`src/rtl/axis_pkg.sv`:
```
// Shared AXI-Stream configuration types plus the test-pattern checker constants.
// The LFSR taps are a mask on a right-shifting register: feedback = XOR of masked bits.
package axis_pkg;

    typedef struct packed {
        int unsigned N;
    } axis_cfg_t;

    localparam axis_cfg_t AXIS_CFG_DEFAULT = '{N: 16};

    localparam logic [15:0] tp_lfsr_seed = 16'hACE1;
    // x^16+x^14+x^13+x^11+1 in right-shift form taps bits 0, 2, 3 and 5
    localparam logic [15:0] tp_lfsr_taps = 16'h002D;

    typedef enum logic {
        TP_HUNT,
        TP_LOCKED
    } tp_state_t;

    function automatic logic [15:0] tp_lfsr_step(input logic [15:0] s, input logic [15:0] taps);
        return {^(s & taps), s[15:1]};
    endfunction

endpackage

```
`src/rtl/lfsr16.sv`:
```
// 16-bit Fibonacci LFSR with parameterised seed and tap mask; advances while enable is high.
module lfsr16
    import axis_pkg::*;
#(
    parameter logic [15:0] SEED = tp_lfsr_seed,
    parameter logic [15:0] TAPS = tp_lfsr_taps
) (
    input  logic        aclk,
    input  logic        aresetn,
    input  logic        enable,
    output logic [15:0] state
);

    logic [15:0] state_reg;

    always_ff @(posedge aclk or negedge aresetn) begin
        if (!aresetn) begin
            state_reg <= SEED;
        end else if (enable) begin
            state_reg <= tp_lfsr_step(state_reg, TAPS);
        end
    end

    assign state = state_reg;

endmodule

```
`config.mk`:
```
export PLATFORM = sky130hd
export DESIGN_NAME = lfsr16
export DESIGN_NICKNAME = d
export VERILOG_FILES = /design/src/rtl/axis_pkg.sv /design/src/rtl/lfsr16.sv
export SDC_FILE = /design/constraint.sdc
export NUM_CORES = 1
export LEC_CHECK = 0
export ABC_CLOCK_PERIOD_IN_PS = 900
export BUFFER_PORTS_ARGS = -buffer_cell sky130_fd_sc_hd__clkbuf_2
export CAP_MARGIN = 40
export CORE_ASPECT_RATIO = 1.1
export CORE_MARGIN = 4
export CORE_UTILIZATION = 33
export DETAILED_ROUTE_END_ITERATION = 6
export PLACE_DENSITY = 0.67
export SYNTH_ARGS = -nofsm -noshare
export SYNTH_HDL_FRONTEND = slang
export SYNTH_SLANG_ARGS = --single-unit
```
`constraint.sdc`:
```
create_clock -name aclk -period 0.9 [get_ports aclk]
set_input_delay 0.045 -clock aclk [delete_from_list [all_inputs] [get_ports aclk]]
set_output_delay 0.045 -clock aclk [all_outputs]
set_load 0.01 [all_outputs]
```
# After elaboration in Yosys (flattened, before gate mapping)
# Index checks and enable logic that the tools add are counted.
[op_classes]
n_addsub = 0
mul = 0
n_div = 0
magnitude_cmp = 0
n_eq_ne = 0
shifts = 0
mux = 0
bitwise = 0
reduce_logical = 1
[op_table]
columns = ["cell", "n"]
rows = [
  ["$reduce_xor 16->1", 1],
]
[totals]
ff_bits = 16
latch_bits = 0
ramBits = 0
rom_bits = 0
in_bits = 3
mem_count = 0

# Depth between registers and ports, before layout
# Gate-level depths: netlist of the first run.
[depth]
word_depth = 1
depth_mapped = 4
mapped_depth_nobuf = 3

# Worst setup path after synthesis of the first run
# No wires, ideal clock.
[synth_path]
path_type = "register to register"
startpoint = "register state_reg[5] (netlist: state[5])"
endpoint = "register state_reg[15] (netlist: state[15])"
arrival_ns = 0.904
required_time_ns = 0.827
setup_slack_ns = -0.077
path_stages_with_launch = 4
path_buffers = 0
period_less_slack_ns = 0.977
cell_sequence = "dfstp_2 xnor2_1 xnor2_1 a21oi_1"
[synth_via]
elab_chain_len = 1
[synth_lines]
columns = ["element", "line", "rtl"]
rows = [
  ["start, declared", "lfsr16.sv:14", "logic [15:0] state_reg;"],
  ["start signal, assigned", "lfsr16.sv:20", "state_reg <= tp_lfsr_step(state_reg, TAPS);"],
  ["$reduce_xor 16->1", "axis_pkg.sv:21", "return {^(s & taps), s[15:1]};"],
]
# Every way passes these cells.
# A chain may end at the register's enable or synchronous reset.

# Worst setup path after layout of the first run
[layout_path]
startpoint = "register state_reg[5] (netlist: state[5])"
endpoint = "output port state[5]"
[layout_rtl]
columns = ["element", "line", "rtl"]
rows = [
  ["end, declared", "lfsr16.sv:11", "output logic [15:0] state"],
]
# No word-level cell between the ends.

==> results.yml, run 1 <==
critical_path:
  crit_fanout: 2
  critPathRequiredTime_ps: 850
  cp_slowest_cell: "dfstp_2"
  worst_path_most_repeated_cell: "buf_6"
  path_delay_family: "flip-flops"
  cp_cell_sequence: "buf_6 > buf_6"
  end_kind: "output port"
  cp_num_buf_inv: 2
  cp_slowest_stage_delay_ps: 570
  arrival_ps: 1040
  start_kind: "flop"
  crit_type: "reg2out"
place:
  buffer_ports.inserted: 18
  place_congestion: 0.668
  placed_area_um2: 811
  hpwl_um: 788
timing:
  tightest_slew_ps: 402
  max_freq_mhz: 925
  hold_viol_final: 0
  fin_skew_ps: 3.70
  period_needed_ps: 1080
  fin_ws_ps: -181
  rsz0062_at_grt: "true"
  slew_headroom: 0.732
  setup_viol_count_final: 11
  setup_tns_ps: -1070
  period_share: 1.20
  drv_slew: 0
synthesis:
  seq_area_frac_synth: 0.607
  syn_avg_cell_area_um2: 17.8
  ys_ff_latch: 16
  synthArstFlopShare: 1.00
  netlist_top_cells_count: "8 x dfrtp_1, 8 x dfstp_2, 8 x mux2_4"
  synth_edf_count: 0
  synthTopCellsByArea: "dfstp_2 31%, dfrtp_1 30%, mux2_4 18%"
  ys.flop_type: "dfstp_2"
  synth_top_cell_by_area: "dfstp_2"
  synth_nets: 41
  yosysWarnings: 0
  netlist.area_leader.share: 0.311
  synth_cell_types: 9
  syn_inst: 38
  synth_area_um2: 676
layout:
  final_net_count: 77
  postLayoutCellArea_um2: 1000
  largest_register_ffs: 16
  antenna-diode-count: 0
  area_growth_pct: 48.3
  drive_above_1_share: 0.808
global_routing:
  grt_pass1_vias: 456
  grt_max_degree: 18
  antenna_found_initial: 0
  grtUsageTotal: 0.107
  overflow: 0
  grt_pass1_wl_mm: 2.20
routing:
  vias_per_cell: 4.27
  dr.first_iter.drc_count: 5
  drc_errors: 0
  wl_per_cell_um: 12.5
  first_pass_iters: 6
  num_vias: 427
  wl_mm: 1.25
  postRouteAntennaNets: 0
clock_network:
  cts_tree: "yes"
  path_clk_slew_ps: 90
  htree_levels: 1
  ctsRootBufferMaster: "clkbuf_4"
  worstSkewPairLatency_ps: 280
  clkSinkCount: 16
  clk_path_buf_depth: 2
  cts_buffers: 3
outcome:
  outcome: "finished with violations"
  violations: "negative setup slack"
power:
  p_clk_frac: 0.096
  leakage_uw: 0.000478
  p_int_uw: 2820
  switchingPower_uw: 1210
  power_density_nw_per_um2: 4020
  p_sw_frac: 0.300
  p_seq_frac: 0.376
  power_frac_comb: 0.529
  vdd_drop_max_v: 0.00241
floorplan:
  die_w_um: 51.1
  num_rows: 16
  die_area_um2: 2840
  die_h_um: 55.5
  pin_count: 19
  coreArea_um2: 1860
  initial_core_util: 0.363
min_path:
  min_path_type: "in2reg"
run:
  maxCapViolCount: 0
==> power by group through the flow <==
stage / sequential (µW) / clock [µW] / combinational (µW)
floorplan: 1700 / 0 / 678
global placement: 1540 / 0 / 1370
detailed placement: 1570 / 0 / 1390
CTS: 1490 / 412 / 1770
global route: 1580 / 457 / 2300
finish: 1510 / 385 / 2130
==> logic make-up (layout without fill, tap and decap cells) <==
kind of cell           count (synthesis)  in the layout  share of synthesized area
flip-flops                            16             16                      0.607
multiplexers                          15             15                      0.294
XOR/XNOR                               3              3                     0.0389
buffers and inverters                  2             37                     0.0463
AO/OA/AOI/OAI                          1              1                    0.00740
AND/OR/NAND/NOR                        1              1                    0.00555
==> metal layers <==
layer  track usage  vias up  share of wire
li1              -      202              -
met1         0.143      208           0.45
met2         0.145       15           0.47
met3        0.0484        2          0.063
met4        0.0462        0         0.0096
met5             0        -              0
==> placed cells by master (no fill, tap or decap) <==
cell and count:
buf_12 1, clkbuf_2 8, dfrtp_1 8, xnor2_1 2, buf_2 2, buf_6 12
mux2_2 5, xnor2_2 1, clkbuf_1 1, dfstp_2 8, mux2_4 10, dlygate4sd3_1 1
buf_4 9, nor2_1 1, clkbuf_4 3, a21oi_1 1
==> final timing paths <==
| path | start | end | slack [ps] | cells after the start |
|---|---|---|---|---|
| max | state[5]$_DFFE_PN1P_ | state[5] | -180 | 2 |
| max reg2reg | state[0]$_DFFE_PN1P_ | state[15]$_DFFE_PN1P_ | -160 | 4 |
| min | enable | state[15]$_DFFE_PN1P_ | 110 | 3 |
| max in group asynchronous | aresetn | state[6]$_DFFE_PN1P_ | 350 | 2 |
| min reg2reg | state[15]$_DFFE_PN1P_ | state[15]$_DFFE_PN1P_ | 510 | 2 |
| min in group asynchronous | aresetn | state[12]$_DFFE_PN0P_ | 230 | 2 |
==> tightest hold or removal path, delay by kind of cell <==
family | cells | cell delay [ps]
AO/OA/AOI/OAI | 1 | 80
buffers and inverters | 2 | 260
==> layout make-up <==
| class | count | area (µm²) |
|---|---|---|
| fill | 159 | 860 |
| sequential | 16 | 410 |
| timing repair buffer | 33 | 283 |
| multi-input combinational | 20 | 249 |
| tap | 27 | 33.8 |
| clock buffer | 4 | 26.3 |
==> per-stage QoR <==
step / power, µW / setup slack, ps / std cells / util / hold slack [ps]
floorplan: 2380 / -60.1 / 38 / - / -251
global placement: 2920 / -17.7 / 84 / 0.435 / -19.8
detailed placement: 2960 / -47.6 / 84 / 0.435 / -12.9
CTS: 3680 / -196 / 97 / 0.493 / 101
global route: 4340 / -249 / 100 / 0.538 / 119
finish: 4030 / -181 / 100 / 0.538 / 111
==> timing repair <==
action / in CTS / in global routing
setup buffers: 8 / 3
pin swaps: 0 / 2
endpoints found under the hold margin: 16 / 0
hold buffers: 1 / 0
setup endpoints to repair: 11 / 19
resized for setup: 3 / 21
Note: power is estimated with default switching activity, not from simulation.
==> run 2, diff against run 1 <==
ABC_CLOCK_PERIOD_IN_PS = 1200   (was 900)
PLACE_DENSITY = not set   (was 0.67)
clock period = 1.2 ns   (was 0.9 ns; I/O delays follow)
==> results.yml, run 2 (synthesis results as in run 1) <==
layout:
  drive_above_1_share: 0.770
  layout_commonest_cell: "clkbuf_2"
  multi_input_area_um2: 234
  postLayoutCellArea_um2: 830
  final_cells: 88
  final_cell_mix: "18 x clkbuf_2, 8 x mux2_4, 8 x dfstp_2, 8 x dfrtp_1, 7 x mux2_2"
  n_fill_cell: 181
  regArea_um2: 410
  antenna-diode-count: 0
  final_net_count: 65
  area_growth_pct: 22.8
  largest_register_ffs: 16
power:
  total_power_uw: 2450
  leakage_uw: 0.000389
  vdd_drop_max_v: 0.00123
  power_density_nw_per_um2: 2950
timing:
  fin_ws_ps: 158
  period_share: 0.868
  tightest_slew_ps: 398
  fin_skew_ps: 3.45
  setup_tns_ps: 0
  period_needed_ps: 1040
  hold_viol_final: 0
  max_freq_mhz: 960
  drv_slew: 0
  rsz0062_at_grt: "false"
  setup_viol_count_final: 0
  slew_headroom: 0.735
critical_path:
  cp_slowest_stage_delay_ps: 560
  end_kind: "output port"
  cp_slowest_cell: "dfstp_2"
  startpoint: "state[5]$_DFFE_PN1P_"
  critPathRequiredTime_ps: 1140
  cp_cell_sequence: "clkbuf_2"
  cp_num_buf_inv: 1
  r2r_start: "state[5]$_DFFE_PN1P_"
  crit_fanout: 4
  crit_type: "reg2out"
  arrival_ps: 980
  path_delay_family: "flip-flops"
  start_kind: "flop"
routing:
  num_vias: 392
  wl_met2_um: 548
  vias_per_cell: 4.45
  wl_per_cell_um: 12.5
  dr.max_layer_used: "met4"
  first_pass_iters: 2
  met3WireLength_um: 66
  postRouteAntennaNets: 0
  dr.first_iter.drc_count: 2
  wl_mm: 1.10
  drc_errors: 0
  wl_met1_um: 472
outcome:
  outcome: "finished, final reports clean"
clock_network:
  ctsRootBufferMaster: "clkbuf_4"
  cts_buffers: 3
  clk_path_buf_depth: 2
  worstSkewPairLatency_ps: 280
  htree_levels: 1
  cts_setup_buffers: 0
  clkSinkCount: 16
  path_clk_slew_ps: 90
  cts_tree: "yes"
floorplan:
  num_rows: 16
  initial_core_util: 0.363
  die_w_um: 51.1
  coreArea_um2: 1860
  die_area_um2: 2840
  pin_count: 19
  die_h_um: 55.5
global_routing:
  grt_pass1_wl_mm: 1.95
  grt_pass1_vias: 413
  antenna_found_initial: 0
  grtUsageTotal: 0.0951
  overflow: 0
  grt_max_degree: 17
place:
  place_congestion: 0.666
  placed_area_um2: 783
  post-place-ws_ps: 222
  hpwl_um: 789
  buffer_ports.inserted: 18
  place_inst: 83
run:
  maxCapViolCount: 0
min_path:
  min_path_type: "in2reg"
  holdCritStartpoint: "enable"
run 2: report_power, final:
part           internal [µW]  switching [µW]
combinational            563             379
clock                    185             165
sequential               920             237
total                   1670             781
run 2: through the flow:
stage | utilization | hold WS, ps
global placement | 0.421 | -0.756
floorplan | - | -236
detailed placement | 0.421 | -1.28
finish | 0.446 | 82.1
global route | 0.446 | 77.4
CTS | 0.446 | 73.2
run 2: final cells by class:
type                            count  area share
Timing Repair Buffer               21       0.139
Multi-Input combinational cell     20       0.282
Clock buffer                        4      0.0437
Tap cell                           27      0.0407
Sequential cell                    16       0.495
run 2: metal layers:
metal | global-route usage | vias up
met3 | 0.0484 | 2
met1 | 0.102 | 199
met2 | 0.151 | 13
met4 | 0.0462 | 0
met5 | 0 | -
li1 | - | 178
run 2: timing repair:
action	CTS	global route
endpoints found under the hold margin	16	0
resized for setup	0	0
hold buffers	1	0
endpoints found under the setup margin	0	0
run 2: final timing paths:
path | to | slack [ps] | cells after the start
worst min-delay path | state[4]$_DFFE_PN0P_ | 80 | 2
worst max-delay path | state[5] | 160 | 1
max in group asynchronous | state[5]$_DFFE_PN1P_ | 650 | 2
worst max register to register | state[15]$_DFFE_PN1P_ | 200 | 3
worst min register to register | state[15]$_DFFE_PN1P_ | 520 | 2
min in group asynchronous | state[8]$_DFFE_PN0P_ | 230 | 2
==> run 3, diff against run 2 <==
ABC_AREA = 1   (was not set)
CORE_UTILIZATION = 48   (was 33)
PLACE_DENSITY = 0.74   (was not set)
==> results.yml, run 3 <==
layout:
  antenna-diode-count: 0
  postLayoutCellArea_um2: 806
  final_cell_mix: "42 x nand2_1, 18 x clkbuf_2, 8 x dfstp_2, 8 x dfrtp_1"
  largest_register_ffs: 16
  drive_above_1_share: 0.323
  final_cells: 115
  final_net_count: 103
  area_growth_pct: 16.2
  layout_commonest_cell: "nand2_1"
  fin_util: 0.590
global_routing:
  grtUsageTotal: 0.152
  grt_max_degree: 20
  antenna_found_initial: 0
  grt_pass1_vias: 501
  overflow: 0
  grt_pass1_wl_mm: 2.24
floorplan:
  die_area_um2: 2120
  die_w_um: 44.2
  num_rows: 14
  initial_core_util: 0.507
  pin_count: 19
  coreArea_um2: 1370
  die_h_um: 47.9
synthesis:
  seq_area_frac_synth: 0.592
  synth_most_common_cell: "nand2_1"
  netlist.area_leader.share: 0.303
  synth_area_um2: 693
  synth_cell_types: 10
  syn_inst: 79
  yosysWarnings: 0
  ys.flop_type: "dfstp_2"
  netlist_top_cells_count: "42 x nand2_1, 8 x dfrtp_1, 8 x dfstp_2"
  synth_top_cell_by_area: "dfstp_2"
  ys_ff_latch: 16
  synthTopCellsByArea: "dfstp_2 30%, dfrtp_1 29%, nand2_1 23%"
  synth_edf_count: 0
  syn_avg_cell_area_um2: 8.77
  synthArstFlopShare: 1.00
  synth_nets: 82
power:
  leakage_uw: 0.000437
  p_clk_frac: 0.190
  vdd_drop_max_v: 0.000993
  power_density_nw_per_um2: 1960
  total_power_uw: 1580
  p_sw_frac: 0.342
  switchingPower_uw: 541
  p_int_uw: 1040
  power_frac_comb: 0.279
  p_seq_frac: 0.531
timing:
  period_share: 0.885
  max_freq_mhz: 942
  setup_viol_count_final: 0
  setup_tns_ps: 0
  rsz0062_at_grt: "false"
  slew_headroom: 0.731
  tightest_slew_ps: 404
  period_needed_ps: 1060
  hold_viol_final: 0
  fin_skew_ps: 0.429
  drv_slew: 0
place:
  hpwl_um: 929
  buffer_ports.inserted: 18
  place_congestion: 0.684
  place_inst: 110
  placed_area_um2: 769
critical_path:
  cp_slowest_stage_delay_ps: 580
  cp_num_buf_inv: 1
  end_kind: "output port"
  critPathRequiredTime_ps: 1140
  cp_slowest_cell: "dfstp_2"
  crit_fanout: 4
  cp_cell_sequence: "clkbuf_2"
  path_delay_family: "flip-flops"
  arrival_ps: 1000
  start_kind: "flop"
  crit_type: "reg2out"
routing:
  wl_mm: 1.32
  vias_per_cell: 4.65
  num_vias: 535
  postRouteAntennaNets: 0
  wl_per_cell_um: 11.5
  first_pass_iters: 4
  dr.first_iter.drc_count: 15
  drc_errors: 0
outcome:
  outcome: "finished, final reports clean"
min_path:
  min_path_type: "in2reg"
clock_network:
  clk_path_buf_depth: 2
  path_clk_slew_ps: 90
  clkSinkCount: 16
  holdBufCountCts: 1
  htree_levels: 1
  cts_setup_buffers: 0
  ctsResizeCount: 0
  cts_buffers: 3
  worstSkewPairLatency_ps: 280
  ctsRootBufferMaster: "clkbuf_4"
  cts_tree: "yes"
run:
  maxCapViolCount: 0
run 3: cell count changes after synthesis, moves of 3 or more:
cell / before / now
xnor2_1: 3 / 0
inv_1: 0 / 6
nand2_1: 0 / 42
o21ai_0: 0 / 6
mux2_4: 8 / 0
mux2_2: 7 / 0
run 3: path summary, 6_finish.rpt:
kind                                 startpoint               endpoint  cells past startpoint  slack (ps)
max in group asynchronous               aresetn   state[7]$_DFFE_PN1P_                      2         660
min reg2reg                state[7]$_DFFE_PN1P_   state[7]$_DFFE_PN1P_                      2         470
min in group asynchronous               aresetn   state[8]$_DFFE_PN0P_                      2         220
max                        state[5]$_DFFE_PN1P_               state[5]                      1         140
min                                      enable   state[7]$_DFFE_PN1P_                      3         210
max reg2reg                state[5]$_DFFE_PN1P_  state[15]$_DFFE_PN1P_                      6         180
run 3: power groups by stage:
| stage | combinational, µW | sequential, µW | clock (µW) |
|---|---|---|---|
| final | 442 | 839 | 300 |
| after global routing | 504 | 867 | 343 |
| after CTS | 454 | 843 | 307 |
| after detailed placement | 452 | 848 | 0 |
| after global placement | 443 | 842 | 0 |
| after floorplan | 204 | 904 | 0 |
run 3: final cells by class:
class / count / area (µm²)
fillers: 139 / 561
flip-flops and latches: 16 / 410
multi-input cells: 53 / 218
repair buffers: 19 / 100
inverters: 7 / 31.3
clock buffers: 4 / 26.3
well taps: 16 / 20.0
run 3: cells by family (layout without fill, tap and decap cells):
logic type	after synthesis	count (layout)	share of synthesized area
AOI/OAI and AO/OA	8	8	0.0686
buffers and inverters	10	30	0.0939
DFF	16	16	0.592
and+or+nand+nor	45	45	0.245
run 3: metrics by stage:
step / worst slack, ps / hold slack [ps]
2_1_floorplan: 250 / -236
3_3_place_gp: 253 / -0.880
3_5_place_dp: 195 / 1.52
4_1_cts: 127 / 208
5_1_grt: 88.8 / 241
6_report: 138 / 211
run 3: per-layer routing:
layer / wire length, µm / track usage / part of all wire / vias up
met4: 25 / 0.108 / 0.019 / 0
met5: 0 / 0 / 0 / -
met1: 642 / 0.179 / 0.49 / 242
met3: 51 / 0.0451 / 0.039 / 4
li1: - / - / - / 276
met2: 602 / 0.241 / 0.46 / 13
